$ cat src/rtl/z80_uart_io.sv
// Z80 I/O-mapped 8N1 UART: data register at ADDR_DATA, status at ADDR_STAT.
// Optional build macro UART_LOOPBACK_EN: the receiver hears the internal TX line and txd is held high.
module z80_uart_io #(
    parameter int         BAUD_DIV  = 104,
    parameter logic [7:0] ADDR_DATA = 8'h84,
    parameter logic [7:0] ADDR_STAT = 8'h85
) (
    input  logic       n_rst,
    input  logic       clk,
    input  logic       n_iorq,
    input  logic       n_rd,
    input  logic       n_wr,
    input  logic [7:0] addr,
    input  logic [7:0] data_in,
    output logic [7:0] data_out,
    output logic       data_oe,
    output logic       txd,
    input  logic       rxd,
    output logic [1:0] o_tx_state,
    output logic [1:0] o_rx_state
);
    localparam int CW = $clog2(BAUD_DIV);
    localparam logic [CW-1:0] BIT_LAST  = CW'(BAUD_DIV - 1);
    localparam logic [CW-1:0] HALF_LAST = CW'(BAUD_DIV / 2 - 1);

    typedef enum logic [1:0] {S_IDLE, S_START, S_DATA, S_STOP} state_t;

    // Bus decode and edge detection
    logic w_sel, w_rd_acc, w_wr_acc, w_rd_rise, w_wr_rise, w_rd_clr;
    logic r_rd_acc_d, r_wr_acc_d, r_rd_is_data;
    logic [7:0] r_data_out;
    logic [7:0] w_status;

    // Transmitter
    state_t          r_tx_state, w_tx_state_nxt;
    logic [CW-1:0]   r_tx_cnt, w_tx_cnt_nxt;
    logic [2:0]      r_tx_bit, w_tx_bit_nxt;
    logic [7:0]      r_tx_sh, w_tx_sh_nxt;
    logic            r_tx_line, w_tx_line_nxt;
    logic            w_tx_load, w_tx_wr, w_tx_busy, w_tx_ready;
    logic [7:0]      r_hold;
    logic            r_hold_full;

    // Receiver
    state_t          r_rx_state, w_rx_state_nxt;
    logic [CW-1:0]   r_rx_cnt, w_rx_cnt_nxt;
    logic [2:0]      r_rx_bit, w_rx_bit_nxt;
    logic [7:0]      r_rx_sh, w_rx_sh_nxt;
    logic [7:0]      r_rx_byte, w_rx_byte_nxt;
    logic            r_rx_ready, w_rx_ready_nxt;
    logic            r_ovr, w_ovr_nxt;
    logic            r_ferr, w_ferr_nxt;
    logic            r_rx_prev, w_rx_in, w_rx_done;

    assign w_sel     = !n_iorq && (addr == ADDR_DATA || addr == ADDR_STAT);
    assign w_rd_acc  = w_sel && !n_rd;
    assign w_wr_acc  = w_sel && !n_wr;
    assign w_rd_rise = w_rd_acc && !r_rd_acc_d;
    assign w_wr_rise = w_wr_acc && !r_wr_acc_d;
    // Flags clear when a data-register read cycle ends, not when it starts.
    assign w_rd_clr  = !w_rd_acc && r_rd_acc_d && r_rd_is_data;

    assign w_tx_busy  = (r_tx_state != S_IDLE);
    assign w_tx_ready = !r_hold_full;
    assign w_tx_wr    = w_wr_rise && (addr == ADDR_DATA) && !r_hold_full;
    assign w_status   = {3'b000, w_tx_busy, r_ferr, r_ovr, r_rx_ready, w_tx_ready};

    assign data_out   = r_data_out;
    assign data_oe    = r_rd_acc_d;
    assign o_tx_state = r_tx_state;
    assign o_rx_state = r_rx_state;

`ifdef UART_LOOPBACK_EN
    logic w_unused_rxd;
    assign w_unused_rxd = rxd;
    assign w_rx_in      = r_tx_line;
    assign txd          = 1'b1;
`else
    logic r_rx_s1, r_rx_s2;
    always_ff @(posedge clk or negedge n_rst) begin
        if (!n_rst) begin
            r_rx_s1 <= 1'b1;
            r_rx_s2 <= 1'b1;
        end else begin
            r_rx_s1 <= rxd;
            r_rx_s2 <= r_rx_s1;
        end
    end
    assign w_rx_in = r_rx_s2;
    assign txd     = r_tx_line;
`endif

    always_ff @(posedge clk or negedge n_rst) begin
        if (!n_rst) begin
            r_rd_acc_d   <= 1'b0;
            r_wr_acc_d   <= 1'b0;
            r_rd_is_data <= 1'b0;
            r_data_out   <= 8'h00;
        end else begin
            r_rd_acc_d <= w_rd_acc;
            r_wr_acc_d <= w_wr_acc;
            if (w_rd_rise) r_rd_is_data <= (addr == ADDR_DATA);
            if (w_rd_acc) r_data_out <= (addr == ADDR_DATA) ? r_rx_byte : w_status;
            else          r_data_out <= 8'h00;
        end
    end

    always_comb begin
        w_tx_state_nxt = r_tx_state;
        w_tx_cnt_nxt   = r_tx_cnt + 1'b1;
        w_tx_bit_nxt   = r_tx_bit;
        w_tx_sh_nxt    = r_tx_sh;
        w_tx_line_nxt  = r_tx_line;
        w_tx_load      = 1'b0;
        case (r_tx_state)
            S_IDLE: begin
                w_tx_cnt_nxt  = '0;
                w_tx_line_nxt = 1'b1;
                w_tx_load     = r_hold_full;
            end
            S_START: begin
                if (r_tx_cnt == BIT_LAST) begin
                    w_tx_state_nxt = S_DATA;
                    w_tx_cnt_nxt   = '0;
                    w_tx_bit_nxt   = 3'd0;
                    w_tx_line_nxt  = r_tx_sh[0];
                end
            end
            S_DATA: begin
                if (r_tx_cnt == BIT_LAST) begin
                    w_tx_cnt_nxt = '0;
                    if (r_tx_bit == 3'd7) begin
                        w_tx_state_nxt = S_STOP;
                        w_tx_line_nxt  = 1'b1;
                    end else begin
                        w_tx_bit_nxt  = r_tx_bit + 3'd1;
                        w_tx_sh_nxt   = {1'b0, r_tx_sh[7:1]};
                        w_tx_line_nxt = r_tx_sh[1];
                    end
                end
            end
            S_STOP: begin
                if (r_tx_cnt == BIT_LAST) begin
                    w_tx_cnt_nxt   = '0;
                    w_tx_state_nxt = S_IDLE;
                    w_tx_load      = r_hold_full;
                end
            end
            default: w_tx_state_nxt = S_IDLE;
        endcase
        // A full holding register chains straight into a new start bit.
        if (w_tx_load) begin
            w_tx_state_nxt = S_START;
            w_tx_cnt_nxt   = '0;
            w_tx_sh_nxt    = r_hold;
            w_tx_line_nxt  = 1'b0;
        end
    end

    always_ff @(posedge clk or negedge n_rst) begin
        if (!n_rst) begin
            r_tx_state  <= S_IDLE;
            r_tx_cnt    <= '0;
            r_tx_bit    <= 3'd0;
            r_tx_sh     <= 8'h00;
            r_tx_line   <= 1'b1;
            r_hold      <= 8'h00;
            r_hold_full <= 1'b0;
        end else begin
            r_tx_state <= w_tx_state_nxt;
            r_tx_cnt   <= w_tx_cnt_nxt;
            r_tx_bit   <= w_tx_bit_nxt;
            r_tx_sh    <= w_tx_sh_nxt;
            r_tx_line  <= w_tx_line_nxt;
            if (w_tx_load) begin
                r_hold_full <= 1'b0;
            end else if (w_tx_wr) begin
                r_hold      <= data_in;
                r_hold_full <= 1'b1;
            end
        end
    end

    always_comb begin
        w_rx_state_nxt = r_rx_state;
        w_rx_cnt_nxt   = r_rx_cnt + 1'b1;
        w_rx_bit_nxt   = r_rx_bit;
        w_rx_sh_nxt    = r_rx_sh;
        w_rx_done      = 1'b0;
        case (r_rx_state)
            S_IDLE: begin
                w_rx_cnt_nxt = '0;
                if (r_rx_prev && !w_rx_in) w_rx_state_nxt = S_START;
            end
            S_START: begin
                if (r_rx_cnt == HALF_LAST) begin
                    w_rx_cnt_nxt   = '0;
                    w_rx_bit_nxt   = 3'd0;
                    w_rx_state_nxt = w_rx_in ? S_IDLE : S_DATA;
                end
            end
            S_DATA: begin
                if (r_rx_cnt == BIT_LAST) begin
                    w_rx_cnt_nxt = '0;
                    w_rx_sh_nxt  = {w_rx_in, r_rx_sh[7:1]};
                    w_rx_bit_nxt = r_rx_bit + 3'd1;
                    if (r_rx_bit == 3'd7) w_rx_state_nxt = S_STOP;
                end
            end
            S_STOP: begin
                if (r_rx_cnt == BIT_LAST) begin
                    w_rx_cnt_nxt   = '0;
                    w_rx_state_nxt = S_IDLE;
                    w_rx_done      = 1'b1;
                end
            end
            default: w_rx_state_nxt = S_IDLE;
        endcase

        // Clear first, so a frame completing in the same clock as the clear is kept.
        w_rx_byte_nxt  = r_rx_byte;
        w_rx_ready_nxt = r_rx_ready;
        w_ovr_nxt      = r_ovr;
        w_ferr_nxt     = r_ferr;
        if (w_rd_clr) begin
            w_rx_ready_nxt = 1'b0;
            w_ovr_nxt      = 1'b0;
            w_ferr_nxt     = 1'b0;
        end
        if (w_rx_done) begin
            if (!w_rx_ready_nxt) begin
                w_rx_byte_nxt  = r_rx_sh;
                w_rx_ready_nxt = 1'b1;
                if (!w_rx_in) w_ferr_nxt = 1'b1;
            end else begin
                w_ovr_nxt = 1'b1;
            end
        end
    end

    always_ff @(posedge clk or negedge n_rst) begin
        if (!n_rst) begin
            r_rx_state <= S_IDLE;
            r_rx_cnt   <= '0;
            r_rx_bit   <= 3'd0;
            r_rx_sh    <= 8'h00;
            r_rx_byte  <= 8'h00;
            r_rx_ready <= 1'b0;
            r_ovr      <= 1'b0;
            r_ferr     <= 1'b0;
            r_rx_prev  <= 1'b1;
        end else begin
            r_rx_state <= w_rx_state_nxt;
            r_rx_cnt   <= w_rx_cnt_nxt;
            r_rx_bit   <= w_rx_bit_nxt;
            r_rx_sh    <= w_rx_sh_nxt;
            r_rx_byte  <= w_rx_byte_nxt;
            r_rx_ready <= w_rx_ready_nxt;
            r_ovr      <= w_ovr_nxt;
            r_ferr     <= w_ferr_nxt;
            r_rx_prev  <= w_rx_in;
        end
    end
endmodule
$ cat config.mk
export PLATFORM = sky130hd
export DESIGN_NAME = z80_uart_io
export DESIGN_NICKNAME = d
export VERILOG_FILES = /design/src/rtl/z80_uart_io.sv
export SDC_FILE = /design/constraint.sdc
export NUM_CORES = 1
export LEC_CHECK = 0
export ABC_AREA = 0
export BUFFER_PORTS_ARGS = -buffer_cell sky130_fd_sc_hd__buf_4
export CORE_ASPECT_RATIO = 0.75
export CORE_MARGIN = 8
export CORE_UTILIZATION = 50
export CTS_CLUSTER_DIAMETER = 80
export DETAILED_ROUTE_END_ITERATION = 12
export GPL_TIMING_DRIVEN = 0
export PLACE_DENSITY_LB_ADDON = 0.12
export RECOVER_POWER = 100
export SYNTH_ARGS = -nofsm -noshare
export SYNTH_HDL_FRONTEND = slang
export SYNTH_SLANG_ARGS = --single-unit
$ cat constraint.sdc
create_clock -name clk -period 2.92 [get_ports clk]
set_clock_uncertainty 0.15 [all_clocks]
set_input_delay 0.584 -clock clk [delete_from_list [all_inputs] [get_ports clk]]
set_output_delay 0.584 -clock clk [all_outputs]
set_load 0.05 [all_outputs]
==> results.sh <==
export IMPL_status="finished with violations"
export IMPL_violations="capacitance limit, slew limit"
export IMPL_grt_pass1_wl_um=11100
export IMPL_yosys_area_top_type_share_pct=51.9
export IMPL_hp_class="in -> reg"
export IMPL_clkPwrFrac_pct=38.5
export IMPL_htreeDepth=3
export IMPL_die_h_um=87.7
export IMPL_fin_tns_setup_ps=0
export IMPL_synth_edf_count=0
export IMPL_cts_sinks=75
export IMPL_seqPwrFrac_pct=54.4
export IMPL_dr_pass1_iters=4
export IMPL_post_route_min_period_ps=2550
export IMPL_p_comb_share_pct=7.1
export IMPL_drt_iter0_markers=58
export IMPL_drive_gt1_share_pct=20.7
export IMPL_viasPerCell=5.28
export IMPL_initial_core_util_pct=50.9
export IMPL_fp_dieW_um=112
export IMPL_post_route_util_pct=57.8
export IMPL_fmaxAchievable_mhz=393
export IMPL_num_vias=2302
export IMPL_cts_buffer_depth=2
export IMPL_hold_buffers=0
export IMPL_nets=380
export IMPL_drc_errors=0
export IMPL_clk_latency_ps=340
export IMPL_ys_ff_latch=75
export IMPL_cts_tree="yes"
export IMPL_numPortBuffers=35
export IMPL_worst_pin_slew_ps=1820
export IMPL_ant_nets=0
export IMPL_dp_hpwl_um=4420
export IMPL_syn_inst=301
export IMPL_critical_path_class="in -> reg"
export IMPL_final_hold_violation_count=0
export IMPL_grt_use_total_pct=14.2
export IMPL_layout_commonest_cell="dfrtp_1"
export IMPL_cts_setup_buffers=0
export IMPL_setup_violations=0
export IMPL_avgSynthCellArea_um2=11.4
export IMPL_p_int_mw=1.56
export IMPL_gp_congestion=0.812
export IMPL_layout_common_cells="dfrtp_1, nor2_1, mux2_2"
export IMPL_synth_distinct_cells=51
export IMPL_postSynth_asyncResetShare_pct=100
export IMPL_synth_fp_nets=334
export IMPL_synthTopCellsByArea="dfrtp_1, mux2_2, ha_1"
export IMPL_p_per_area_mw_per_mm2=531
export IMPL_use_met1_pct=19.6
export IMPL_path_max_fanout=7
export IMPL_cellLeakagePower_nw=1.93
export IMPL_grt_antenna_before_repair=0
export IMPL_critical_path_required_ps=3000
export IMPL_maxCapViolations=1
export IMPL_grt_busiest_layer="met2"
export IMPL_cp_arrival_ps=2630
export IMPL_n_antenna_cell=0
export IMPL_core_mm2=0.00673
export IMPL_wl_um=6360
export IMPL_row_count=26
export IMPL_root_buffer="clkbuf_8"
export IMPL_cts_buffers=9
export IMPL_grt_max_degree=76
export IMPL_finalCritPeriodShare_pct=87.2
export IMPL_synthFlopType="dfrtp_1"
export IMPL_maxSlewHeadroom_pct=-21.6
export IMPL_yosys_warnings=0
export IMPL_path_clk_slew_ps=70
export IMPL_pin_count=36
export IMPL_syn_area_mm2=0.00342
export IMPL_cts_repair_resize_count=0
export IMPL_grt_pass1_vias=2241
export IMPL_drv_slew=76
export IMPL_ir_worst_vdd_mv=0.320
export IMPL_grt_util_met3_pct=4.55
export IMPL_hold_slack_ps=202
export IMPL_die_area_mm2=0.00978
export IMPL_cp_start_kind="input port"
export IMPL_wl_per_cell_um=14.6
export IMPL_p_sw_mw=0.501
export IMPL_yosysSeqAreaShare_pct=55.0
export IMPL_area_growth_pct=13.6
export IMPL_grt_overflow=0
export IMPL_yosysTopAreaCell="dfrtp_1"
export IMPL_crit_path_end_kind="flop"
export IMPL_gr_usage_met2_pct=20.1
export IMPL_p_sw_share_pct=24.3
export IMPL_rsz0062_at_grt="false"
## stage by stage
stage / power (mW) / area, um2 / worst slack [ps] / cells
finish: 2.06 / 3890 / 373 / 436
detailed placement: 1.29 / 3790 / 352 / 420
CTS: 2.10 / 3990 / 468 / 436
global placement: 1.29 / 3790 / 349 / 420
global route: 2.16 / 3890 / 220 / 436
floorplan: 1.22 / 3420 / 547 / 301
## worst max-delay path, cell delays in order
cell        delay [ps]
clkbuf_4           100
or4b_1             630
or4_1              430
clkbuf_1           250
clkinvlp_2         270
o21ai_0            160
a21bo_1            190
## cells in the mapped netlist (2+ instances only)
cell type / instances
a211oi_1: 5
a21oi_1: 16
a22o_1: 3
and2_1: 2
and3_1: 3
and3_2: 3
clkbuf_1: 7
dfrtp_1: 71
dfstp_2: 4
ha_1: 11
inv_1: 10
mux2_2: 24
mux2i_1: 9
nand2_1: 23
nand3_1: 8
nand4_1: 2
nor2_1: 35
nor2b_1: 5
nor3_1: 7
nor3b_1: 2
nor4_1: 2
o21ai_0: 10
o22a_1: 2
or2_2: 2
or3_1: 2
xnor2_1: 4
xor2_1: 5
## power groups by stage
| stage | sequential [mW] | combinational (mW) | clock, mW |
|---|---|---|---|
| 4_1_cts | 1.12 | 0.152 | 0.824 |
| 3_5_place_dp | 1.14 | 0.151 | 0 |
| 2_1_floorplan | 1.14 | 0.0807 | 0 |
| 3_3_place_gp | 1.14 | 0.149 | 0 |
| 5_1_grt | 1.13 | 0.168 | 0.867 |
| 6_report | 1.12 | 0.147 | 0.795 |
## final timing paths
check	start	slack, ps	depth (start not counted)	endpoint
setup / recovery	addr[5]	370	7	r_ferr
hold / removal	rxd	200	1	r_rx_s1
setup reg to reg	r_rx_cnt[0]	450	5	r_rx_byte[4]
hold reg to reg	r_rx_s1	210	0	r_rx_s2
max in group asynchronous	n_rst	950	1	r_hold[6]
min in group asynchronous	n_rst	570	1	r_tx_bit[0]
## routing by layer
metal  wire length, um  vias to the layer above
met5                 0                        -
met2              2660                       42
li1                  -                     1145
met4                76                        0
met1              3330                     1107
met3               283                        8
## cell type report
cell class | instances | area (um2)
Buffer | 9 | 33.8
Clock buffer | 10 | 138
Clock inverter | 6 | 63.8
Fill cell | 597 | 2840
Inverter | 11 | 42.5
Multi-Input combinational cell | 206 | 1420
Sequential cell | 75 | 1880
Tap cell | 84 | 105
Timing Repair Buffer | 35 | 208
## logic make-up (layout without fill, tap and decap cells)
logic type | Yosys count | in the layout | share of synthesized area [%]
flip-flops | 75 | 75 | 55.0
AND/OR/NAND/NOR | 105 | 105 | 15.9
multiplexers | 34 | 34 | 10.9
adder cells (fa/ha/maj) | 11 | 11 | 4.02
buffers and inverters | 20 | 71 | 2.81
XOR/XNOR | 9 | 9 | 2.30
AO/OA/AOI/OAI | 47 | 47 | 9.21
## state kept, by name (all words and copies together), names as in the netlist, 2 cells and up, named ones only
register	count
r_hold	8
r_tx_bit	3
r_rx_bit	3
data_out	8
r_tx_cnt	7
r_tx_sh	8
r_rx_byte	8
r_rx_cnt	7
o_tx_state	2
r_rx_sh	8
(Power assumes the default switching activity.)
